$ cat config.mk
export PLATFORM = sky130hd
export DESIGN_NAME = mmio_responder_flat
export DESIGN_NICKNAME = d
export VERILOG_FILES = /design/src/rtl/mmio_responder_if.sv /design/src/rtl/mmio_responder.sv /design/src/flat_wrapper.sv
export SDC_FILE = /design/constraint.sdc
export NUM_CORES = 1
export LEC_CHECK = 0
export BUFFER_PORTS_ARGS = -buffer_cell sky130_fd_sc_hd__buf_2
export CORE_ASPECT_RATIO = 1.2
export CORE_MARGIN = 4
export CORE_UTILIZATION = 39
export DETAILED_ROUTE_END_ITERATION = 12
export PLACE_DENSITY = 0.66
export SLEW_MARGIN = 0
export SYNTH_ARGS = -nofsm -noshare
export SYNTH_HDL_FRONTEND = slang
export SYNTH_SLANG_ARGS = --single-unit
$ cat constraint.sdc
create_clock -name clk -period 2.6 [get_ports clk]
set_clock_uncertainty 0.05 [all_clocks]
set_input_delay 0.26 -clock clk [delete_from_list [all_inputs] [get_ports clk]]
set_output_delay 0.26 -clock clk [all_outputs]
set_load 0.02 [all_outputs]
$ cat src/rtl/mmio_responder_if.sv
// Data-bus signals between the core (master) and the MMIO responder (slave).
// One load/store access per cycle; load data and hit return one cycle later.
interface mmio_responder_if;
  logic        dmem_wren;
  logic [31:0] dmem_address;
  logic [2:0]  funct3;
  logic [31:0] dmem_data_in;
  logic [31:0] dmem_data_out;
  logic        hit;

  modport master (
    output dmem_wren, dmem_address, funct3, dmem_data_in,
    input  dmem_data_out, hit
  );

  modport slave (
    input  dmem_wren, dmem_address, funct3, dmem_data_in,
    output dmem_data_out, hit
  );
endinterface

$ cat src/rtl/mmio_responder.sv
// MMIO window responder: PWM duty/control registers plus free-running us/ms timers,
// serving RV32I byte/half/word loads and stores with one cycle of load latency.
module mmio_responder #(
  parameter int unsigned CLK_FREQ_HZ = 12_000_000,
  parameter logic [31:0] BASE_ADDR   = 32'hFFFF_FFF0
) (
  input  logic             clk,
  input  logic             reset,
  mmio_responder_if.slave  bus,
  output logic             led,
  output logic             red,
  output logic             green,
  output logic             blue
);

  localparam int unsigned    UsDiv  = CLK_FREQ_HZ / 1_000_000;
  localparam int unsigned    UsW    = (UsDiv > 1) ? $clog2(UsDiv) : 1;
  localparam logic [UsW-1:0] UsLast = UsW'(UsDiv - 1);

  typedef enum logic [1:0] {RegDuty, RegMicros, RegMillis, RegCtrl} reg_e;

  logic [UsW-1:0] us_pre_q, us_pre_d;
  logic [9:0]     ms_pre_q, ms_pre_d;
  logic [31:0]    micros_q, micros_d;
  logic [31:0]    millis_q, millis_d;
  logic [31:0]    duty_q, duty_d;
  logic           pwm_en_q, pwm_en_d;
  logic [7:0]     pwm_cnt_q;
  logic [3:0]     pwm_q, pwm_d;
  logic [31:0]    rdata_q, rdata_d;
  logic           hit_q;

  logic        in_win, misaligned, ld_ok, st_ok, us_tick, ms_tick;
  reg_e        sel;
  logic [1:0]  lane;
  logic [31:0] rword, wd;
  logic [3:0]  be;
  logic [7:0]  ld_byte;
  logic [15:0] ld_half;

  // Access decode
  always_comb begin
    in_win     = bus.dmem_address[31:4] == BASE_ADDR[31:4];
    sel        = reg_e'(bus.dmem_address[3:2]);
    lane       = bus.dmem_address[1:0];
    misaligned = (bus.funct3[1:0] == 2'b01 && lane[0]) ||
                 (bus.funct3[1:0] == 2'b10 && lane != 2'b00);
    ld_ok      = in_win && !misaligned &&
                 (bus.funct3 inside {3'b000, 3'b001, 3'b010, 3'b100, 3'b101});
    st_ok      = in_win && bus.dmem_wren && !misaligned &&
                 (bus.funct3 inside {3'b000, 3'b001, 3'b010}) &&
                 (sel == RegDuty || sel == RegCtrl);
  end

  // Load path: reads always see the pre-store register contents
  always_comb begin
    unique case (sel)
      RegDuty:   rword = duty_q;
      RegMicros: rword = micros_q;
      RegMillis: rword = millis_q;
      RegCtrl:   rword = {31'b0, pwm_en_q};
      default:   rword = '0;
    endcase
    ld_byte = 8'(rword >> {lane, 3'b000});
    ld_half = 16'(rword >> {lane[1], 4'b0000});
    rdata_d = '0;
    if (ld_ok) begin
      case (bus.funct3)
        3'b000:  rdata_d = {{24{ld_byte[7]}}, ld_byte};
        3'b001:  rdata_d = {{16{ld_half[15]}}, ld_half};
        3'b010:  rdata_d = rword;
        3'b100:  rdata_d = {24'b0, ld_byte};
        3'b101:  rdata_d = {16'b0, ld_half};
        default: rdata_d = '0;
      endcase
    end
  end

  // Store path: replicate data across lanes and mask with byte enables
  always_comb begin
    be = 4'b0000;
    wd = bus.dmem_data_in;
    case (bus.funct3[1:0])
      2'b00: begin
        be = 4'b0001 << lane;
        wd = {4{bus.dmem_data_in[7:0]}};
      end
      2'b01: begin
        be = 4'b0011 << {lane[1], 1'b0};
        wd = {2{bus.dmem_data_in[15:0]}};
      end
      2'b10:   be = 4'b1111;
      default: be = 4'b0000;
    endcase
    duty_d   = duty_q;
    pwm_en_d = pwm_en_q;
    for (int i = 0; i < 4; i++) begin
      if (st_ok && sel == RegDuty && be[i]) duty_d[8*i +: 8] = wd[8*i +: 8];
    end
    if (st_ok && sel == RegCtrl && be[0]) pwm_en_d = wd[0];
  end

  // Timers and PWM compare
  always_comb begin
    us_tick  = us_pre_q == UsLast;
    us_pre_d = us_tick ? '0 : us_pre_q + 1'b1;
    micros_d = micros_q + {31'b0, us_tick};
    ms_tick  = us_tick && ms_pre_q == 10'd999;
    ms_pre_d = ms_pre_q;
    if (us_tick) ms_pre_d = ms_tick ? 10'd0 : ms_pre_q + 10'd1;
    millis_d = millis_q + {31'b0, ms_tick};
    for (int i = 0; i < 4; i++) begin
      pwm_d[i] = pwm_en_q && (pwm_cnt_q < duty_q[8*i +: 8]);
    end
  end

  always_ff @(posedge clk) begin
    if (reset) begin
      us_pre_q  <= '0;
      ms_pre_q  <= '0;
      micros_q  <= '0;
      millis_q  <= '0;
      duty_q    <= '0;
      pwm_en_q  <= 1'b0;
      pwm_cnt_q <= '0;
      pwm_q     <= '0;
      rdata_q   <= '0;
      hit_q     <= 1'b0;
    end else begin
      us_pre_q  <= us_pre_d;
      ms_pre_q  <= ms_pre_d;
      micros_q  <= micros_d;
      millis_q  <= millis_d;
      duty_q    <= duty_d;
      pwm_en_q  <= pwm_en_d;
      pwm_cnt_q <= pwm_cnt_q + 8'd1;
      pwm_q     <= pwm_d;
      rdata_q   <= rdata_d;
      hit_q     <= in_win;
    end
  end

  assign bus.dmem_data_out = rdata_q;
  assign bus.hit           = hit_q;
  assign led               = pwm_q[0];
  assign red               = pwm_q[1];
  assign green             = pwm_q[2];
  assign blue              = pwm_q[3];

endmodule
$ cat src/flat_wrapper.sv
// flat-port wrapper written by rule: the top's interface ports become plain ports
module mmio_responder_flat 
#(
  parameter int unsigned CLK_FREQ_HZ = 12_000_000,
  parameter logic [31:0] BASE_ADDR   = 32'hFFFF_FFF0
)
  (clk, reset, led, red, green, blue, bus_dmem_wren, bus_dmem_address, bus_funct3, bus_dmem_data_in, bus_dmem_data_out, bus_hit);
  mmio_responder_if bus_i ();
  input  logic clk;
  input  logic reset;
  output logic led;
  output logic red;
  output logic green;
  output logic blue;
  input wire logic [$bits(bus_i.dmem_wren)-1:0] bus_dmem_wren;
  input wire logic [$bits(bus_i.dmem_address)-1:0] bus_dmem_address;
  input wire logic [$bits(bus_i.funct3)-1:0] bus_funct3;
  input wire logic [$bits(bus_i.dmem_data_in)-1:0] bus_dmem_data_in;
  output wire logic [$bits(bus_i.dmem_data_out)-1:0] bus_dmem_data_out;
  output wire logic [$bits(bus_i.hit)-1:0] bus_hit;
  assign bus_i.dmem_wren = bus_dmem_wren;
  assign bus_i.dmem_address = bus_dmem_address;
  assign bus_i.funct3 = bus_funct3;
  assign bus_i.dmem_data_in = bus_dmem_data_in;
  assign bus_dmem_data_out = bus_i.dmem_data_out;
  assign bus_hit = bus_i.hit;
  mmio_responder #(.CLK_FREQ_HZ(CLK_FREQ_HZ), .BASE_ADDR(BASE_ADDR)) u_core (.clk(clk), .reset(reset), .bus(bus_i), .led(led), .red(red), .green(green), .blue(blue));
endmodule
==> results of run 1 <==
-- layer usage --
metal	track usage, %	up-vias	share of wire (%)
li1	-	3650	-
met1	25.0	3583	40
met2	35.2	297	49
met3	4.72	68	6.7
met4	9.99	4	4.6
met5	0	-	0.11
-- cell type report --
class	count	area [sq um]	share of cell area, %
Multi-Input combinational cell	692	4700	47.9
Sequential cell	156	3140	32.0
Timing Repair Buffer	144	873	8.91
Clock buffer	18	439	4.48
Tap cell	265	332	3.38
Inverter	49	184	1.88
Clock inverter	14	136	1.39
-- synthesized netlist by cell type (13+ instances only) --
cell	instances	share of area (%)
a21oi_1	77	4.7
a221oi_1	18	1.9
a22oi_1	24	2.2
and3_1	13	1.0
clkbuf_1	38	1.8
dfxtp_1	156	38
ha_1	39	6.0
inv_1	49	2.3
mux2i_1	26	3.2
nand2_1	45	2.1
nand2b_1	15	1.2
nand3_1	53	3.3
nand4_1	34	2.6
nor2_1	93	4.3
o21ai_0	39	2.4
xnor2_1	21	2.3
xor2_1	49	5.3
-- state kept, by name, indices dropped and copies added, names as in the netlist --
signal	cells
u_core.duty_q	32
u_core.millis_q	32
u_core.pwm_cnt_q	8
u_core.us_pre_q	4
u_core.pwm_en_q	1
u_core.bus.hit	1
u_core.micros_q	32
u_core.ms_pre_q	10
u_core.pwm_q	4
u_core.bus.dmem_data_out	32
-- worst min-delay path, cell delays in order --
cell and delay, ps:
buf_2 130, nand3_1 70, a21oi_1 60
-- path summary, 6_finish.rpt --
| kind | slack (ps) | start | depth (start not counted) | endpoint |
|---|---|---|---|---|
| min | 90 | bus_dmem_data_in[3] | 3 | u_core.duty_q[3] |
| min reg2reg | 400 | u_core.us_pre_q[0] | 1 | u_core.us_pre_q[0] |
| max reg2reg | 130 | u_core.ms_pre_q[1] | 12 | u_core.millis_q[22] |
| max | 130 | u_core.ms_pre_q[1] | 12 | u_core.millis_q[22] |
-- where the power goes --
part | internal [mW] | switching (mW) | total [mW]
combinational | 0.147 | 0.233 | 0.380
sequential | 2.39 | 0.0137 | 2.41
clock | 1.36 | 1.07 | 2.43
-- what timing repair did --
item / in CTS / in global routing
setup buffers: 0 / 3
endpoints found under the hold margin: 0 / 0
hold buffers: 0 / 0
setup endpoints to repair: 0 / 24
resized for setup: 0 / 27
-- stage by stage --
stage	TNS [ps]	utilization [%]	std cells	instance area (sq um)
floorplan	0	-	953	8140
global placement	0	44.5	1302	9080
detailed placement	0	44.5	1302	9080
CTS	0	47.3	1334	9650
global route	-13.6	48.1	1338	9800
finish	0	48.1	1338	9800
-- cell families (layout without fill, tap and decap cells) --
family	count (synthesis)	after routing	synth area share [%]
AO/OA/AOI/OAI	233	233	18.2
XOR/XNOR	70	70	7.54
adder cells (fa/ha/maj)	39	39	6.00
buffers and inverters	105	225	5.02
flip-flops	156	156	38.4
multiplexers	38	38	5.28
AND/OR/NAND/NOR	312	312	19.5
==> reports/metrics.yaml, run 1 <==
sta:
  max_freq_ghz: 0.406
  relSlewSlack_pct: 45.4
  finalHoldViolCount: 0
  setup_viol_count_final: 0
  period_share_pct: 94.8
  slew_viol_final: 0
  worst_pin_slew_ps: 819
  hold_slack_ps: 91.1
  fin_crit_ps: 2470
  fin_ws_ps: 135
logic_synthesis:
  synth_cell_types: 56
  synth-edff-count: 0
  ys_ff_latch: 156
  seq_area_frac_synth_pct: 38.4
  post_synth.cell_area_avg_sq_um: 8.53
  synth-main-ff-cell: "dfxtp_1"
  ys_async_sr_fraction_pct: 0
  ys_warn_count: 0
  synthCells: 953
  synth_nets: 1062
  synth_area_sq_um: 8130
cells_and_area:
  n_antenna_cell: 0
  drive_gt1_share_pct: 20.4
  area_growth_pct: 20.6
  fin_nets: 1169
  final_cell_mix: "dfxtp_1, buf_2, nor2_1"
  final_common_cell: "dfxtp_1"
  fill_cells: 1993
critical_path:
  worst-path-buf-inv: 2
  crit_required_ps: 2850
  crit_chain: "ha_4 > nand2_2 > nor4_4 > ha_2 > ha_4 > nand3_4 > nor4_4 > buf_4 > clkbuf_16 > nand3_2 > xor2_1 > nor2_1"
  cp_max_fo: 5
  start_kind: "flip-flop"
  cpPeakStageDelay_ps: 360
  crit_type: "flip-flop to flip-flop"
  cp.arrival_ps: 2710
  crit_path_end_kind: "flip-flop"
  critPathSlowestCell: "dfxtp_4"
  crit_family: "simple AND/OR/NAND/NOR gates"
drt:
  vias: 7602
  routedWlPerCell_um: 18.5
  drt_iter0_markers: 750
  via_per_inst: 5.68
  wirelength_um: 24700
  drt_first_pass_iters: 7
  ant_nets: 0
  drc: 0
global_route:
  grt_pass1_vias: 7279
  grt_pass1_wl_um: 38900
  grt.total_usage_pct: 20.9
  grt.overflow.total: 0
  grt_max_degree: 114
  antenna_found_initial: 2
power_and_ir_drop:
  p_leak_nw: 3.75
  ir_drop_mv: 0.397
  finalPower_mw: 5.22
  p_per_area_nw_per_um2: 532
die:
  die_w_um: 140
  start_util_pct: 39.8
  die_area_sq_um: 23200
  die_height_um: 166
  coreArea_sq_um: 20400
  rows: 57
  num_io_pins: 107
clock_network:
  insertion_delay_ps: 430
  clock_sinks: 156
  clockRootBuffer: "clkbuf_16"
  cts_tree: "built"
  path_clk_slew_ps: 60
  cts_buffers: 17
  cts_max_level: 4
  cts_buffer_depth: 2
placed_design:
  dp_slack_ps: 80.6
  dp_hpwl_um: 18400
  io_buffers: 106
  routabilityCongestion: 0.896
status:
  status: "complete, no violations"
run:
  drv_cap: 0
hold_path:
  hp-class: "input pin to flip-flop"
No activity file was read; power rests on OpenSTA's default activity.
==> inputs of run 2 (changes only) <==
--- a/config.mk
+++ b/config.mk
@@ -9,6 +9,7 @@
 export CORE_ASPECT_RATIO = 1.2
 export CORE_MARGIN = 4
 export CORE_UTILIZATION = 39
+export CTS_BUF_LIST = sky130_fd_sc_hd__clkbuf_8
 export DETAILED_ROUTE_END_ITERATION = 12
 export PLACE_DENSITY = 0.66
 export SLEW_MARGIN = 0
==> run 2 against run 1 <==
  * Via count decreased by 1.4%
  * Total power down 12%
  * Wire length shrank 0.83%
  * Largest cell class unchanged
  * Clock power down 26%
  * Combinational power hardly changed
  * Sequential cell count is the same
  * First-iteration DRC count fell by 9.7%
  * Non-clock buffer count is 3 higher
  * Die area is the same
  * Final area shrank 1.6%
  * Sequential power barely moved
  * Register-to-register slack improved by 30 ps
==> reports/metrics.yaml, run 2 (same netlist as run 1, synthesis figures left out) <==
placed_design:
  routabilityCongestion: 0.896  # unchanged
  place_area_sq_um: 9080  # unchanged
  io_buffers: 106  # unchanged
  dp_hpwl_um: 18400  # unchanged
  dp_cells: 1302  # unchanged
run:
  drv_cap: 0  # unchanged
critical_path:
  cp_max_fo: 5  # unchanged
  crit_type: "flip-flop to flip-flop"
  start_kind: "flip-flop"
  crit_chain: "ha_4 > nand2_4 > nor4_4 > ha_2 > ha_4 > nand3_4 > nor4_4 > buf_4 > clkbuf_16 > nand3_1 > xor2_1 > nor2_1"
  crit_required_ps: 2900  # +50 ps
  rrSetupSlack_ps: 170  # +30 ps
  cp-startpoint: "u_core.ms_pre_q[1]"
  cp.arrival_ps: 2730  # +20 ps
  cpPeakStageDelay_ps: 370  # about the same
  crit_path_end_kind: "flip-flop"
  worstReg2RegStart: "u_core.ms_pre_q[1]"
  critPathSlowestCell: "dfxtp_4"
global_route:
  antenna_found_initial: 2  # unchanged
  grt_pass1_wl_um: 38600  # -0.92%
  grt_pass1_vias: 7204  # -1.0%
  grt_max_degree: 114  # unchanged
  grt.overflow.total: 0  # unchanged
  grt.total_usage_pct: 20.7  # -0.15 points
clock_network:
  cts_buffer_depth: 2  # unchanged
  insertion_delay_ps: 480  # +50 ps
  path_clk_slew_ps: 90  # +30 ps
  cts_max_level: 4  # unchanged
  clockRootBuffer: "clkbuf_8"
  cts_tree: "built"
  clock_sinks: 156  # unchanged
  cts_buffers: 17  # unchanged
sta:
  finalHoldViolCount: 0  # unchanged
  setup_viol_count_final: 0  # unchanged
  period_share_pct: 93.7  # -1.2 points
  worst_pin_slew_ps: 803  # -15.4 ps
  fin_crit_ps: 2430  # -30.2 ps
  relSlewSlack_pct: 46.4  # +1.0 points
  max_freq_ghz: 0.411  # +1.2%
  setup-tns-final_ps: 0  # unchanged
  slew_viol_final: 0  # unchanged
die:
  die_area_sq_um: 23200  # unchanged
  rows: 57  # unchanged
  die_w_um: 140  # unchanged
  num_io_pins: 107  # unchanged
  start_util_pct: 39.8  # unchanged
  die_height_um: 166  # unchanged
  coreArea_sq_um: 20400  # unchanged
cells_and_area:
  area_growth_pct: 18.7
  multiInputGateArea_sq_um: 4700  # +0.11%
  fin_nets: 1172  # +0.26%
  final_cells: 1341  # +0.22%
  finalInstanceArea_sq_um: 9640  # -1.6%
  drive_gt1_share_pct: 20.7  # +0.31 points
  regArea_sq_um: 3140  # +0.12%
  fill_cells: 2002  # +0.45%
  final_cell_mix: "dfxtp_1, buf_2, nor2_1"
  final_common_cell: "dfxtp_1"
  final_util_pct: 47.3  # -0.79 points
  n_antenna_cell: 0  # unchanged
drt:
  wirelength_um: 24500  # -0.83%
  drt_first_pass_iters: 5  # -2
  ant_nets: 0  # unchanged
  drt_iter0_markers: 677  # -9.7%
  vias: 7498  # -1.4%
  drc: 0  # unchanged
  routedWlPerCell_um: 18.3  # -1.1%
  via_per_inst: 5.59  # -1.6%
hold_path:
  hp-class: "input pin to flip-flop"
  holdCritStartpoint: "bus_dmem_data_in[1]"
power_and_ir_drop:
  p_leak_nw: 3.69  # -1.5%
  p_per_area_nw_per_um2: 474  # -11%
  finalPower_mw: 4.57  # -12%
  ir_drop_mv: 0.304  # -23%
status:
  status: "complete, no violations"
run 2: cell types whose count changed in the layout (fill, tap and decap cells not counted):
cell       delta
nand2_2       -1
nand2_4       +1
dfxtp_1       -1
clkbuf_16    -17
dfxtp_4       +1
clkbuf_8     +17
buf_4         +3
run 2: cell type report:
class	count	share of cell area, %
inverter	49	1.91
multi-input combinational	692	48.8
timing repair buffer	147	9.29
clock inverter	14	1.41
clock buffer	18	2.57
tap	265	3.44
sequential	156	32.6
run 2: per-layer routing:
metal	part of all wire, %	vias to the layer above	global-route usage [%]
li1	-	3655	-
met1	41	3544	25.2
met2	49	231	34.8
met3	5.3	64	4.35
met4	4.4	4	9.90
met5	0.11	-	0
run 2: power breakdown:
| group | internal (mW) | leakage (nW) | switching [mW] |
|---|---|---|---|
| Sequential | 2.39 | 1.26 | 0.0136 |
| Combinational | 0.148 | 2.24 | 0.232 |
| Clock | 0.797 | 0.187 | 0.988 |
run 2: path summary, 6_finish.rpt:
kind                              end  depth (start not counted)
setup / recovery  u_core.millis_q[22]                         12
hold / removal       u_core.duty_q[1]                          3
setup reg to reg  u_core.millis_q[22]                         12
hold reg to reg    u_core.us_pre_q[0]                          1
run 2: worst max-delay path: cells and delay by family (launching register included):
family        cells  cell delay [ps]
buf+inv           2              320
xor+xnor          1              160
flops             1              370
simple gates      6              840
fa+ha+maj         3              570
run 2: metrics by stage:
| step | setup WS, ps | hold slack [ps] |
|---|---|---|
| global placement | 124 | 388 |
| global route | -11.4 | 43.8 |
| CTS | 56.7 | 18.9 |
| floorplan | 18.4 | 362 |
| detailed placement | 80.6 | 399 |
| finish | 165 | 34.2 |
run 2: what timing repair did:
| action | in CTS | in global routing |
|---|---|---|
| resized for setup | 0 | 30 |
| endpoints found under the hold margin | 0 | 0 |
| setup buffers | 0 | 6 |
| endpoints found under the setup margin | 0 | 24 |
| hold buffers | 0 | 0 |
